==> config.mk <==
export PLATFORM = sky130hd
export DESIGN_NAME = slink_sync_fifo
export DESIGN_NICKNAME = d
export VERILOG_FILES = /design/src/rtl/slink_sync_fifo.sv
export SDC_FILE = /design/constraint.sdc
export NUM_CORES = 1
export LEC_CHECK = 0
export CORE_MARGIN = 1
export CORE_UTILIZATION = 55
export DETAILED_ROUTE_END_ITERATION = 10
export PLACE_DENSITY = 0.74
export REMOVE_ABC_BUFFERS = 1
export SLEW_MARGIN = 20
export SYNTH_ARGS = -nofsm -noshare
export SYNTH_HDL_FRONTEND = slang
export SYNTH_SLANG_ARGS = --single-unit
==> constraint.sdc <==
create_clock -name clk -period 4.8 [get_ports clk]
set_clock_uncertainty 0.2 [all_clocks]
set_input_delay 0.96 -clock clk [delete_from_list [all_inputs] [get_ports clk]]
set_output_delay 0.96 -clock clk [all_outputs]
set_load 0.05 [all_outputs]
==> src/rtl/slink_sync_fifo.sv <==
// rtl/slink_sync_fifo.sv - single-clock FIFO, any depth 2..256, FWFT or registered read
// Sticky overflow/underflow capture is built only when SLINK_SYNC_FIFO_ERR_EN is defined.
module slink_sync_fifo #(
  parameter int DATA_SIZE = 40,
  parameter int DEPTH     = 16,
  parameter int FWFT      = 1,
  parameter int LVL_SIZE  = $clog2(DEPTH + 1)
) (
  input  logic                 clk,
  input  logic                 reset,
  input  logic                 flush,
  input  logic                 winc,
  input  logic [DATA_SIZE-1:0] wdata,
  input  logic                 rinc,
  output logic [DATA_SIZE-1:0] rdata,
  output logic                 wfull,
  output logic                 rempty,
  output logic [LVL_SIZE-1:0]  level,
  input  logic [LVL_SIZE-1:0]  swi_almost_full,
  input  logic [LVL_SIZE-1:0]  swi_almost_empty,
  output logic                 almost_full,
  output logic                 almost_empty,
  output logic                 half_full,
  input  logic                 err_clear,
  output logic                 overflow,
  output logic                 underflow
);
  localparam int PTR_SIZE = $clog2(DEPTH);
  localparam logic [PTR_SIZE-1:0] PTR_LAST  = PTR_SIZE'(DEPTH - 1);
  localparam logic [LVL_SIZE-1:0] LVL_FULL  = LVL_SIZE'(DEPTH);
  localparam logic [LVL_SIZE:0]   HALF_MARK = (LVL_SIZE + 1)'(DEPTH);

  logic [DATA_SIZE-1:0] mem [DEPTH];
  logic [PTR_SIZE-1:0]  wptr;
  logic [PTR_SIZE-1:0]  rptr;
  logic                 push;
  logic                 pop;
  logic [LVL_SIZE-1:0]  level_nxt;
  logic [LVL_SIZE:0]    level_dbl;

  // Full and empty come from the registered level, so these gates never see a stale pointer compare.
  assign push = winc & ~wfull & ~flush;
  assign pop  = rinc & ~rempty & ~flush;

  function automatic logic [PTR_SIZE-1:0] ptr_inc(input logic [PTR_SIZE-1:0] p);
    return (p == PTR_LAST) ? '0 : p + PTR_SIZE'(1);
  endfunction

  always_comb begin
    level_nxt = level;
    if (push && !pop) begin
      level_nxt = level + LVL_SIZE'(1);
    end else if (pop && !push) begin
      level_nxt = level - LVL_SIZE'(1);
    end
  end

  assign level_dbl = {level_nxt, 1'b0};

  always_ff @(posedge clk or posedge reset) begin
    if (reset) begin
      wptr         <= '0;
      rptr         <= '0;
      level        <= '0;
      wfull        <= 1'b0;
      rempty       <= 1'b1;
      almost_full  <= 1'b0;
      almost_empty <= 1'b1;
      half_full    <= 1'b0;
    end else if (flush) begin
      wptr         <= '0;
      rptr         <= '0;
      level        <= '0;
      wfull        <= 1'b0;
      rempty       <= 1'b1;
      almost_full  <= 1'b0;
      almost_empty <= 1'b1;
      half_full    <= 1'b0;
    end else begin
      if (push) begin
        wptr <= ptr_inc(wptr);
      end
      if (pop) begin
        rptr <= ptr_inc(rptr);
      end
      level        <= level_nxt;
      wfull        <= (level_nxt == LVL_FULL);
      rempty       <= (level_nxt == '0);
      almost_full  <= (level_nxt >= swi_almost_full);
      almost_empty <= (level_nxt <= swi_almost_empty);
      half_full    <= (level_dbl >= HALF_MARK);
    end
  end

  always_ff @(posedge clk) begin
    if (push) begin
      mem[wptr] <= wdata;
    end
  end

  generate
    if (FWFT != 0) begin : g_fwft
      assign rdata = mem[rptr];
    end else begin : g_reg_read
      always_ff @(posedge clk or posedge reset) begin
        if (reset) begin
          rdata <= '0;
        end else if (pop) begin
          rdata <= mem[rptr];
        end
      end
    end
  endgenerate

`ifdef SLINK_SYNC_FIFO_ERR_EN
  logic ovf_q;
  logic udf_q;

  // A new event in the same cycle as err_clear keeps its bit set.
  always_ff @(posedge clk or posedge reset) begin
    if (reset) begin
      ovf_q <= 1'b0;
      udf_q <= 1'b0;
    end else begin
      ovf_q <= (ovf_q & ~err_clear) | (winc & wfull & ~flush);
      udf_q <= (udf_q & ~err_clear) | (rinc & rempty & ~flush);
    end
  end

  assign overflow  = ovf_q;
  assign underflow = udf_q;
`else
  logic unused_err_clear;

  assign unused_err_clear = err_clear;
  assign overflow         = 1'b0;
  assign underflow        = 1'b0;
`endif

endmodule

==> results_dict.tcl, run 1 <==
set metrics [dict create \
    outcome "complete, no violations" \
    die_w_um 218.6 \
    io_buffer_count 104 \
    max_cap_violations 0 \
    overflow 0 \
    drc 0 \
    critPathMaxFanout 18 \
    grt_max_degree 72 \
    grt_first_pass_wirelength_mm 77.18 \
    grt_use_total 0.2278 \
    slew_headroom 0.3158 \
    combPwrFrac 0.086 \
    critPathKind "flip-flop to primary output" \
    power_density_nw_per_um2 415.2 \
    required_ns 3.64 \
    cp.arrival_ns 3.43 \
    cts_setup_buffers 1 \
    antennaDiodeCount 0 \
    power.internal_w 0.009662 \
    drtIter0Drc 1102 \
    yosysWarnings 0 \
    whs_ns 0.3857 \
    drv_slew 0 \
    place_congestion 0.7133 \
    die_h_um 218.6 \
    antenna_found_initial 1 \
    grt_pass1_vias 12000 \
    swShare 0.2195 \
    grt_setup_unrepaired "no" \
    power_frac_seq 0.516 \
    dieArea_um2 47790 \
    nNetsFinal 1285 \
    final_antenna_net_count 0 \
    hpwl_mm 26.10 \
    viasPerCell 6.238 \
    drt-total-wl_mm 52.54 \
    clock_path_buffers 3 \
    areaGrowthSynthToFinish_pct 15.55 \
    min_period_ns 4.594 \
    netlist_instances 1056 \
    synth_area_um2 25800 \
    finalCritPeriodShare 0.9571 \
    start_kind "flip-flop" \
    p_leak_nw 9.446 \
    coreArea_um2 46460 \
    vias 11660 \
    synth_seq_cells 658 \
    cts_tree "done" \
    insertion_delay_ns 0.59 \
    finalSetupTns_ns 0 \
    cts_hold_buf 0 \
    synth-seq-area-share 0.7623 \
    std_cell_rows 79 \
    ys.flop_type "edfxtp_1" \
    crit_path_end_kind "primary output" \
    async_flop_share 0.02736 \
    clockPowerShare 0.397 \
    worst_pin_slew_ns 1.026 \
    root_buffer "clkbuf_16" \
    wl_per_cell_um 28.11 \
    synth_edf_count 640 \
    start_util 0.5555 \
    yosysUniqueCellTypes 42 \
    p_sw_w 0.002718 \
    cts_sinks 658 \
    setup-violations-final 0 \
    layout-drive-gt1-share 0.2187 \
    hold_viol 0 \
    ctsHtreeMaxLevel 3 \
    ir_drop_v 0.0002925 \
    fmax_mhz 217.7 \
    hold_path_class "flip-flop to flip-flop" \
    first_pass_iters 5 \
    syn_area_per_cell_um2 24.44 \
    cts_resized 0 \
    cts_buffers 66 \
    ios 108 \
    path_clk_slew_ns 0.05 \
]
## layout by cell type, fill, tap and decap left out, types with 14 or more instances in the layout
master | synthesis | final
buf_4 | 2 | 35
mux4_2 | 105 | 105
clkinv_2 | 0 | 14
ha_1 | 17 | 17
clkdlybuf4s50_1 | 0 | 88
edfxtp_1 | 640 | 640
inv_1 | 16 | 16
clkbuf_16 | 0 | 66
nor2_1 | 18 | 15
mux4_1 | 95 | 95
buf_12 | 0 | 17
## final cells by class
type / count / area (um^2)
Clock inverter: 38 / 341.6
Multi-Input combinational cell: 329 / 5758
Fill cell: 2918 / 16640
Timing Repair Buffer: 141 / 1499
Sequential cell: 658 / 19680
Tap cell: 607 / 759.5
Clock buffer: 80 / 1714
Inverter: 16 / 60.06
## registers in the layout, summed over array words and instances (netlist names)
signal        count
almost_empty      1
almost_full       1
half_full         1
level             5
mem             640
rempty            1
rptr              4
wfull             1
wptr              4
## worst paths after layout
kind | start | to | slack [ns] | depth (start not counted)
max | rptr[0]$_DFFE_PP0P_ | rdata[5] | 0.21 | 4
max in group asynchronous | reset | rptr[0]$_DFFE_PP0P_ | 3.26 | 2
max reg2reg | level[0]$_DFF_PP0_ | almost_empty$_DFF_PP1_ | 1.97 | 11
min in group asynchronous | reset | level[3]$_DFF_PP0_ | 0.60 | 2
min reg2reg | wptr[1]$_DFFE_PP0P_ | wptr[1]$_DFFE_PP0P_ | 0.39 | 2
min | wptr[1]$_DFFE_PP0P_ | wptr[1]$_DFFE_PP0P_ | 0.39 | 2
## worst max-delay path, stage by stage (launching register included)
cell and delay (ns):
dfrtp_4 0.61, buf_4 0.38, mux4_1 0.62, mux4_2 0.51, clkdlybuf4s50_1 0.72
## per-stage QoR
stage / cell area (um^2) / total power, W / utilization / instances / setup slack [ns]
floorplan: 25450 / 0.007270 / - / 1003 / -2.853
global placement: 27750 / 0.007553 / 0.5972 / 1750 / 0.6315
detailed placement: 27750 / 0.007574 / 0.5972 / 1750 / 0.6300
CTS: 29820 / 0.01247 / 0.6418 / 1869 / 0.1389
global route: 29820 / 0.01273 / 0.6418 / 1869 / 0.1225
finish: 29820 / 0.01238 / 0.6418 / 1869 / 0.2061
## per-layer routing
layer / global-route usage / wire length (um) / vias to the layer above
li1: - / - / 4925
met1: 0.3105 / 21420 / 6256
met2: 0.3808 / 26960 / 406
met3: 0.03619 / 3191 / 70
met4: 0.07203 / 951 / 2
met5: 0 / 10 / -
## cell usage after synthesis, drive strengths merged, types with 5 or more instances
cell type | instances | area, um^2
edfxtp | 640 | 19220
mux4 | 200 | 4861
buf | 39 | 305.3
nor2 | 18 | 67.56
ha | 17 | 212.7
dfrtp | 16 | 400.4
inv | 16 | 60.06
clkbuf | 15 | 56.30
nand2 | 13 | 48.80
and2 | 12 | 75.07
a21oi | 11 | 55.05
nor3 | 6 | 30.03
nand2b | 5 | 31.28
o21ai | 5 | 25.02
## cell families after synthesis
logic type	share of synthesized area
xor+xnor	0.002376
fa+ha+maj	0.008243
mux	0.1884
flops	0.7623
buf+inv	0.01634
other cells	0.0001453
simple gates	0.01426
compound gates	0.007952
## power groups by stage
stage	Clock [W]	Sequential, W	Combinational [W]
finish	0.00492	0.00639	0.00107
CTS	0.00500	0.00639	0.00108
floorplan	0	0.00661	0.000657
global route	0.00521	0.00639	0.00113
global placement	0	0.00652	0.00104
detailed placement	0	0.00652	0.00106
Power figures use the tool's default switching activity.
==> run 2: changes to the inputs <==
- CORE_UTILIZATION: 55 -> 39
- PLACE_DENSITY: 0.74 -> 0.56
==> run 2 against run 1 <==
Net effect:
- maximum frequency shrank 2.2%
- core utilization shrank 18 points
- register-to-register slack gained 0.02 ns
- largest cell class unchanged
==> results_dict.tcl, run 2 (synthesized netlist as in run 1, its figures left out) <==
set metrics [dict create \
    root_buffer "clkbuf_16" \
    wl_per_cell_um 25.95 \
    drtIter0Drc 887 \
    grt_pass1_vias 12140 \
    fin_ws_ns 0.1025 \
    grt_max_degree 57 \
    power_frac_seq 0.520 \
    overflow 0 \
    grt_first_pass_wirelength_mm 81.48 \
    coreArea_um2 64930 \
    dieArea_um2 67200 \
    largestRegisters "mem x640, level x5" \
    crit_path_end_kind "primary output" \
    final_area_um2 30200 \
    p_sw_w 0.002701 \
    mostFrequentLayoutCells "edfxtp_1 (640), mux4_2 (105), clkdlybuf4s50_1 (104)" \
    clock_path_buffers 3 \
    finalCritPeriodShare 0.9786 \
    layout_commonest_cell "edfxtp_1" \
    placed_area_um2 28170 \
    worst-path-buf-inv 2 \
    start_kind "flip-flop" \
    setup-violations-final 0 \
    required_ns 3.64 \
    ctsHtreeMaxLevel 3 \
    path_clk_slew_ns 0.06 \
    power.internal_w 0.009592 \
    vias 11370 \
    drt-total-wl_mm 55.17 \
    die_w_um 259.2 \
    critPathMaxFanout 43 \
    fillers 5321 \
    antenna_found_initial 3 \
    layout-drive-gt1-share 0.2046 \
    cts_buffers 69 \
    combPwrFrac 0.088 \
    ir_drop_v 0.0002022 \
    cts_resized 0 \
    hold_viol 0 \
    fmax_mhz 212.9 \
    ios 108 \
    clockPowerShare 0.392 \
    place_ws_ns 0.5814 \
    drc 0 \
    p_leak_nw 9.448 \
    die_h_um 259.2 \
    hpwl_mm 28.56 \
    cp.arrival_ns 3.54 \
    start_util 0.3974 \
    power_density_nw_per_um2 407.0 \
    cp_cell_sequence "buf_12, mux4_1, mux4_2, clkdlybuf4s50_1" \
    slew_headroom 0.4369 \
    worst_pin_slew_ns 0.8446 \
    io_buffer_count 104 \
    critPathKind "flip-flop to primary output" \
    cts_tree "done" \
    slowest_stage "clkdlybuf4s50_1" \
    std_cell_rows 93 \
    top_register "mem" \
    outcome "complete, no violations" \
    swShare 0.2197 \
    viasPerCell 5.347 \
    nNetsFinal 1294 \
    areaGrowthSynthToFinish_pct 17.05 \
    max_stage_delay_ns 0.74 \
    drv_slew 0 \
    crit_family "multiplexers" \
    first_pass_iters 5 \
    grt_setup_unrepaired "no" \
    cts_sinks 658 \
    largest_register_ff_count 640 \
    grt_use_total 0.1685 \
    hold_path_class "flip-flop to flip-flop" \
    place_congestion 0.7013 \
    antennaDiodeCount 0 \
    cts_hold_buf 0 \
    min_period_ns 4.697 \
    insertion_delay_ns 0.58 \
    max_cap_violations 0 \
    final_antenna_net_count 0 \
]
==> run 2: cell types whose count changed in the layout (fill, tap and decap cells not counted), sizes merged <==
cell           delta
buf              -10
bufinv            -5
clkinv            -1
clkbuf           +13
inv               -4
clkdlybuf4s50    +16
==> run 2: path summary, 6_finish.rpt <==
| check | start | to | slack [ns] | depth (start not counted) |
|---|---|---|---|---|
| worst min register to register | wptr[1]$_DFFE_PP0P_ | wptr[1]$_DFFE_PP0P_ | 0.39 | 2 |
| worst max-delay path | rptr[0]$_DFFE_PP0P_ | rdata[32] | 0.10 | 4 |
| worst max register to register | rempty$_DFF_PP1_ | almost_empty$_DFF_PP1_ | 1.99 | 10 |
| min in group asynchronous | reset | almost_full$_DFF_PP0_ | 0.61 | 2 |
| max in group asynchronous | reset | rptr[1]$_DFFE_PP0P_ | 3.22 | 2 |
| worst min-delay path | wptr[1]$_DFFE_PP0P_ | wptr[1]$_DFFE_PP0P_ | 0.39 | 2 |
==> run 2: final cells by class <==
cell class	count	area, um^2	area share
multi-input cells	329	5758	0.1906
inverters	16	60.06	0.001988
clock buffers	93	1879	0.06222
repair buffers	147	1609	0.05327
flip-flops and latches	658	19680	0.6517
well taps	855	1070	0.03542
clock inverters	28	143.9	0.004764
==> run 2: layer usage <==
| metal | global-route usage | routed length (um) | share of wire |
|---|---|---|---|
| met5 | 0 | 30 | 0.00054 |
| met2 | 0.2727 | 26800 | 0.49 |
| met4 | 0.04935 | 1036 | 0.019 |
| met1 | 0.2353 | 25140 | 0.46 |
| met3 | 0.02880 | 2166 | 0.039 |
==> run 2: metrics by stage <==
stage          hold WS, ns  utilization  power [W]  TNS [ns]  cells
2_1_floorplan       0.3496            -   0.007270   -121.82   1003
3_3_place_gp        0.3822       0.4338   0.007595         0   2004
3_5_place_dp        0.3816       0.4338   0.007609         0   2004
4_1_cts             0.3891       0.4652    0.01244         0   2126
5_1_grt             0.4366       0.4652    0.01269         0   2126
6_report            0.3950       0.4652    0.01229         0   2126
==> run 2: worst min-delay path: stages (launching register included) <==
cell and delay (ns):
dfrtp_1 0.42, nand2_1 0.08, a21oi_1 0.06
==> run 2: what timing repair did <==
| action | 4_1_cts | 5_1_grt |
|---|---|---|
| setup endpoints to repair | 4 | 0 |
| hold endpoints to repair | 0 | 0 |
| buffers inserted | 1 | 0 |
==> run 2: power by group through the flow <==
stage | clock network, W | registers [W] | logic [W]
floorplan | 0 | 0.00661 | 0.000657
global placement | 0 | 0.00652 | 0.00108
detailed placement | 0 | 0.00652 | 0.00109
CTS | 0.00494 | 0.00639 | 0.00110
global route | 0.00514 | 0.00639 | 0.00116
finish | 0.00482 | 0.00639 | 0.00108
